### src/rtl/bus_pkg.sv
// rtl/bus_pkg.sv - shared packet types, broadcast address and field helpers for the bus endpoint
// Contents:
//  PCKG_SZ   default packet width
//  pkt_t     packet type, dest_t 8-bit address type
//  BCAST     broadcast address, always accepted by every node
//  dest()    destination field [PCKG_SZ-1 -: 8]; payload() remaining low bits
package bus_pkg;

    localparam int PCKG_SZ = 16;

    typedef logic [PCKG_SZ-1:0] pkt_t;
    typedef logic [7:0]         dest_t;

    localparam dest_t BCAST = 8'hFF;

    function automatic dest_t dest(input pkt_t p);
        return p[PCKG_SZ-1 -: 8];
    endfunction

    function automatic logic [PCKG_SZ-9:0] payload(input pkt_t p);
        return p[PCKG_SZ-9:0];
    endfunction

endpackage

### src/rtl/node_fifo.sv
// rtl/node_fifo.sv - synchronous first-word-fall-through FIFO with accepted-push/pop strobes
// Ports:
//  clk, reset            clock, asynchronous active-high reset
//  push, push_data       write request and data
//  pop                   consume head request
//  full, empty           registered-state occupancy decodes
//  head                  head entry, 0 when empty
//  push_ok, pop_ok       strobes: request actually performed this cycle
module node_fifo
    import bus_pkg::*;
#(
    parameter int WIDTH = 16,
    parameter int DEPTH = 8
) (
    input  logic             clk,
    input  logic             reset,
    input  logic             push,
    input  logic [WIDTH-1:0] push_data,
    input  logic             pop,
    output logic             full,
    output logic             empty,
    output logic [WIDTH-1:0] head,
    output logic             push_ok,
    output logic             pop_ok
);

    localparam int AW = $clog2(DEPTH);

    logic [WIDTH-1:0] mem [DEPTH];
    logic [AW-1:0]    wr_ptr;
    logic [AW-1:0]    rd_ptr;
    logic [AW:0]      count;

    assign empty = (count == '0);
    assign full  = (count == (AW+1)'(DEPTH));

    // A push into a full FIFO still fits when the head leaves in the same cycle.
    assign pop_ok  = pop & ~empty;
    assign push_ok = push & (~full | pop_ok);

    assign head = empty ? '0 : mem[rd_ptr];

    always_ff @(posedge clk or posedge reset) begin
        if (reset) begin
            wr_ptr <= '0;
            rd_ptr <= '0;
            count  <= '0;
        end else begin
            if (push_ok) wr_ptr <= wr_ptr + 1'b1;
            if (pop_ok)  rd_ptr <= rd_ptr + 1'b1;
            case ({push_ok, pop_ok})
                2'b10:   count <= count + 1'b1;
                2'b01:   count <= count - 1'b1;
                default: count <= count;
            endcase
        end
    end

    // Storage needs no reset: the head is masked by empty.
    always_ff @(posedge clk) begin
        if (push_ok) mem[wr_ptr] <= push_data;
    end

endmodule

### src/rtl/bus_endpoint_node.sv
// rtl/bus_endpoint_node.sv - device-side bus endpoint: TX/RX FIFOs, destination filter, error flag and counters
// Ports:
//  clk, reset                      clock, asynchronous active-high reset
//  wr_en, wr_data, tx_full         host side of TX FIFO
//  pndng, D_pop, pop               bus side of TX FIFO (head fall-through, bus consumes)
//  push, D_push                    bus delivery into RX path
//  rd_en, rd_data, rx_empty        host side of RX FIFO
//  pop_err                         sticky: bus popped while nothing pending
//  tx_drop_cnt, rx_ovf_cnt,        saturating loss counters
//  misroute_cnt
module bus_endpoint_node
    import bus_pkg::*;
#(
    parameter int    PCKG_SZ = 16,
    parameter int    DEPTH   = 8,
    parameter dest_t ID      = 8'd0,
    parameter dest_t BCAST   = 8'hFF,
    parameter int    CNT_W   = 8
) (
    input  logic               clk,
    input  logic               reset,
    input  logic               wr_en,
    input  logic [PCKG_SZ-1:0] wr_data,
    output logic               tx_full,
    output logic               pndng,
    output logic [PCKG_SZ-1:0] D_pop,
    input  logic               pop,
    input  logic               push,
    input  logic [PCKG_SZ-1:0] D_push,
    input  logic               rd_en,
    output logic [PCKG_SZ-1:0] rd_data,
    output logic               rx_empty,
    output logic               pop_err,
    output logic [CNT_W-1:0]   tx_drop_cnt,
    output logic [CNT_W-1:0]   rx_ovf_cnt,
    output logic [CNT_W-1:0]   misroute_cnt
);

    localparam logic [CNT_W-1:0] CNT_MAX = {CNT_W{1'b1}};

    logic  tx_empty;
    logic  tx_push_ok;
    logic  tx_pop_ok;
    logic  rx_full;
    logic  rx_push_ok;
    logic  rx_pop_ok;
    dest_t push_dest;
    logic  rx_match;
    logic  rx_push;
    logic  tx_drop;
    logic  rx_ovf;
    logic  misroute;

    node_fifo #(.WIDTH(PCKG_SZ), .DEPTH(DEPTH)) u_tx_fifo (
        .clk       (clk),
        .reset     (reset),
        .push      (wr_en),
        .push_data (wr_data),
        .pop       (pop),
        .full      (tx_full),
        .empty     (tx_empty),
        .head      (D_pop),
        .push_ok   (tx_push_ok),
        .pop_ok    (tx_pop_ok)
    );

    assign pndng = ~tx_empty;

    assign push_dest = push_dest_of(D_push);
    assign rx_match  = (push_dest == ID) || (push_dest == BCAST);
    assign rx_push   = push & rx_match;

    node_fifo #(.WIDTH(PCKG_SZ), .DEPTH(DEPTH)) u_rx_fifo (
        .clk       (clk),
        .reset     (reset),
        .push      (rx_push),
        .push_data (D_push),
        .pop       (rd_en),
        .full      (rx_full),
        .empty     (rx_empty),
        .head      (rd_data),
        .push_ok   (rx_push_ok),
        .pop_ok    (rx_pop_ok)
    );

    // Misrouted packets never reach the RX FIFO, so they can never also count as overflow.
    assign misroute = push & ~rx_match;
    assign rx_ovf   = rx_push & ~rx_push_ok;
    assign tx_drop  = wr_en & ~tx_push_ok;

    always_ff @(posedge clk or posedge reset) begin
        if (reset) begin
            pop_err      <= 1'b0;
            tx_drop_cnt  <= '0;
            rx_ovf_cnt   <= '0;
            misroute_cnt <= '0;
        end else begin
            if (pop && tx_empty)                    pop_err      <= 1'b1;
            if (tx_drop  && tx_drop_cnt  != CNT_MAX) tx_drop_cnt  <= tx_drop_cnt  + 1'b1;
            if (rx_ovf   && rx_ovf_cnt   != CNT_MAX) rx_ovf_cnt   <= rx_ovf_cnt   + 1'b1;
            if (misroute && misroute_cnt != CNT_MAX) misroute_cnt <= misroute_cnt + 1'b1;
        end
    end

    function automatic dest_t push_dest_of(input logic [PCKG_SZ-1:0] p);
        return p[PCKG_SZ-1 -: 8];
    endfunction

endmodule

### config.mk
export PLATFORM = sky130hd
export DESIGN_NAME = bus_endpoint_node
export DESIGN_NICKNAME = d
export VERILOG_FILES = /design/src/rtl/bus_pkg.sv /design/src/rtl/node_fifo.sv /design/src/rtl/bus_endpoint_node.sv
export SDC_FILE = /design/constraint.sdc
export NUM_CORES = 1
export LEC_CHECK = 0
export BUFFER_PORTS_ARGS = -buffer_cell sky130_fd_sc_hd__buf_2
export CAP_MARGIN = 10
export CELL_PAD_IN_SITES_DETAIL_PLACEMENT = 0
export CELL_PAD_IN_SITES_GLOBAL_PLACEMENT = 1
export CORE_MARGIN = 5
export CORE_UTILIZATION = 38
export CTS_CLUSTER_SIZE = 16
export DETAILED_ROUTE_END_ITERATION = 16
export MAX_ROUTING_LAYER = met4
export PLACE_DENSITY = 0.73
export SETUP_SLACK_MARGIN = 0.02
export SYNTH_ARGS = -nofsm -noshare
export SYNTH_HDL_FRONTEND = slang
export SYNTH_SLANG_ARGS = --single-unit
export TNS_END_PERCENT = 30
### constraint.sdc
create_clock -name clk -period 7.8 [get_ports clk]
set_input_delay 0.39 -clock clk [delete_from_list [all_inputs] [get_ports clk]]
set_output_delay 0.39 -clock clk [all_outputs]
set_load 0.005 [all_outputs]
==> results.yml <==
outcome:
  status: "completed"
grt:
  grt_max_degree: 46
  grt_util_all_layers_pct: 13.5
  antenna_found_initial: 3
  grt-ovfl-total: 0
  grt_pass1_vias: 6305
  grt_pass1_wl_um: 36900
power:
  switchingPower_mw: 1.39
  power.share.combinational_pct: 25.9
  peakVddDrop_v: 0.000205
  seq_power_share_pct: 44.7
  power_mw: 4.76
  power_density_nw_per_um2: 336
  sw_frac_of_total_pct: 29.2
  cellInternalPower_mw: 3.37
  p_clk_share_pct: 29.3
  power.leakage_nw: 5.05
critical_path:
  rr_startpoint: "u_rx_fifo.count[0]"
  crit_required_ns: 8.24
  worstPathCellList: "or3_4 > nor2_2 > nor2b_1 > ha_1 > xor2_1 > ha_1 > a21oi_1 > xor2_1 > nor2_1 > xor2_1"
  path_delay_family: "simple AND/OR/NAND/NOR gates"
  end_kind: "flop"
  critical_path_class: "flop to flop"
  cp_common_cell: "xor2_1"
  critPathBufInv: 0
  start_kind: "flop"
  cpPeakStageDelay_ns: 0.73
  rrSetupSlack_ns: 4.60
  critPathLaunch: "u_rx_fifo.count[0]"
  timing.rr.end: "u_rx_fifo.count[2]"
  r2r_cells: 10
  worstPathArrival_ns: 3.64
  critPathSlowestCell: "nor2_2"
  path_max_fanout: 18
place:
  placed_cell_area_sq_um: 13200
  dp_hpwl_um: 14400
  dp_slack_ns: 4.30
  placed_cells: 1126
  place.port_buffers: 97
  gp_congestion: 0.740
floorplanning:
  num_io_pins: 98
  coreArea_sq_um: 31500
  start_util_pct: 38.4
  die_h_um: 188
  fp.dieArea_sq_um: 35500
  num_rows: 65
  fp.dieW_um: 188
synthesis:
  synth_common_cells: "256 x edfxtp_1, 64 x mux4_2, 45 x dfrtp_1, 45 x nor2_1, 33 x mux2i_1"
  synth_fp_nets: 682
  postSynthCellCount: 631
  synthesis.area_sq_um: 12100
  ys.flop_type: "edfxtp_1"
  synth.distinct_cells: 46
  async_flop_share_pct: 15.0
  synth.most_common_cell: "edfxtp_1"
  synth.area.top_cells: "edfxtp_1 64%, mux4_2 12%, dfrtp_1 9.3%"
  synth_area_per_cell_sq_um: 19.1
  synth_top_area_cell: "edfxtp_1"
  synthDominantCellAreaShare_pct: 63.6
  seq_area_frac_synth_pct: 73.0
  yosysWarnings: 0
  ys_ff_latch: 301
  synth-edff-count: 256
clock_network:
  clk_pin_slew_worst_paths_ns: 0.06
  cts-buffers-inserted: 31
  cts_buffer_depth: 3
  htreeDepth: 1
  hold_buffers: 0
  cts_resized: 0
  clock_sinks: 301
  cts_tree: "done"
  cts_setup_buffers: 0
  cts_root_buffer: "clkbuf_16"
  clk_latency_ns: 0.55
timing:
  fin_crit_ns: 3.20
  drv_slew: 0
  slew_headroom_pct: 23.1
  hold_violations: 0
  worst_pin_slew_ns: 1.14
  setup_slack_ns: 4.60
  rsz0062_at_grt: "false"
  fin_crit_sh_pct: 41.0
  fmax_mhz: 312
  skew_ns: 0.00904
  fin_tns_setup_ns: 0
  setup_viol: 0
  holdWs_ns: 0.0733
finish:
  drive_above_1_share_pct: 33.1
  fin_util_pct: 45.0
  final_nets: 808
  final-instance-count-excl-fill: 1186
  design_area_sq_um: 14100
  syn_to_final_growth_pct: 17.1
routing:
  drtPass1Iterations: 4
  vias: 6030
  wirelength_um: 23500
  dr.first_iter.drc_count: 365
  antenna_left: 0
  via_per_inst: 5.08
  drcViolationCount: 0
  wl_per_cell_um: 19.8
run:
  cap_violations: 0
hold_path:
  hold_class: "primary input to async pin"
-- sequential cells by signal, indices dropped and copies added (netlist names), 4 cells and up --
| signal | cells |
|---|---|
| rx_ovf_cnt | 8 |
| u_rx_fifo.count | 4 |
| u_rx_fifo.mem | 128 |
| u_tx_fifo.mem | 128 |
| misroute_cnt | 8 |
| tx_drop_cnt | 8 |
| u_tx_fifo.count | 4 |
-- cells by family (layout without fill, tap and decap cells) --
logic type	Yosys count	after routing	synth area share, %
xor gates and xnor gates	35	35	2.54
other	0	2	0
adders and majority gates	13	13	1.41
muxes	105	105	15.4
DFF	301	301	73.0
and+or+nand+nor	125	125	5.33
AOI/OAI and AO/OA	17	17	1.11
buffers and inverters	35	186	1.23
-- layer usage --
layer	vias to the layer above	part of all wire, %	track usage (%)
met5	-	0	-
met4	0	1.9	2.58
met3	37	5.1	2.33
met2	147	51	23.3
met1	3086	42	17.1
li1	2760	-	-
-- cell usage in the layout (no fill, tap or decap), types with 4 or more instances in the layout --
| cell type | netlist | layout |
|---|---|---|
| nand2_1 | 24 | 24 |
| nand3b_1 | 4 | 4 |
| mux2_2 | 7 | 7 |
| nor4_2 | 0 | 6 |
| clkbuf_1 | 13 | 6 |
| and3_1 | 7 | 7 |
| buf_4 | 0 | 21 |
| clkinv_1 | 0 | 7 |
| nand3_1 | 4 | 4 |
| ha_1 | 12 | 12 |
| edfxtp_1 | 256 | 256 |
| buf_2 | 8 | 97 |
| dfrtp_2 | 0 | 4 |
| dfrtp_1 | 45 | 41 |
| clkbuf_16 | 0 | 31 |
| mux4_2 | 64 | 64 |
| xnor2_1 | 25 | 25 |
| nor2_1 | 45 | 45 |
| mux2i_1 | 33 | 33 |
| nand4_1 | 9 | 9 |
| nand2b_1 | 6 | 6 |
| clkinv_2 | 0 | 5 |
| inv_1 | 9 | 8 |
| xor2_1 | 10 | 10 |
| nor3_2 | 2 | 6 |
-- how the worst max path moves through the flow --
stage,endpoint,slack [ns],cells past startpoint
5_1_grt,u_rx_fifo.count[2],4.39,10
3_5_place_dp,u_rx_fifo.mem[2][1],4.30,6
4_1_cts,u_rx_fifo.count[2],4.59,10
3_3_place_gp,u_rx_fifo.mem[2][1],4.37,6
2_1_floorplan,u_rx_fifo.mem[1][0],4.34,5
6_report,u_rx_fifo.count[2],4.60,10
-- area by class of cell --
cell class	count	area [sq um]
well taps	402	503
clock inverters	21	169
inverters	10	37.5
diodes	2	5.00
fillers	2678	17300
multi-input cells	295	3170
flip-flops and latches	301	8820
clock buffers	37	798
repair buffers	118	643
-- power by group through the flow --
stage	Clock, mW	Combinational (mW)	Sequential [mW]
6_report	1.40	1.23	2.13
2_1_floorplan	0	0.941	2.03
3_3_place_gp	0	1.25	2.15
3_5_place_dp	0	1.27	2.17
5_1_grt	1.50	1.37	2.15
4_1_cts	1.43	1.27	2.13
Power figures use the tool's default switching activity.
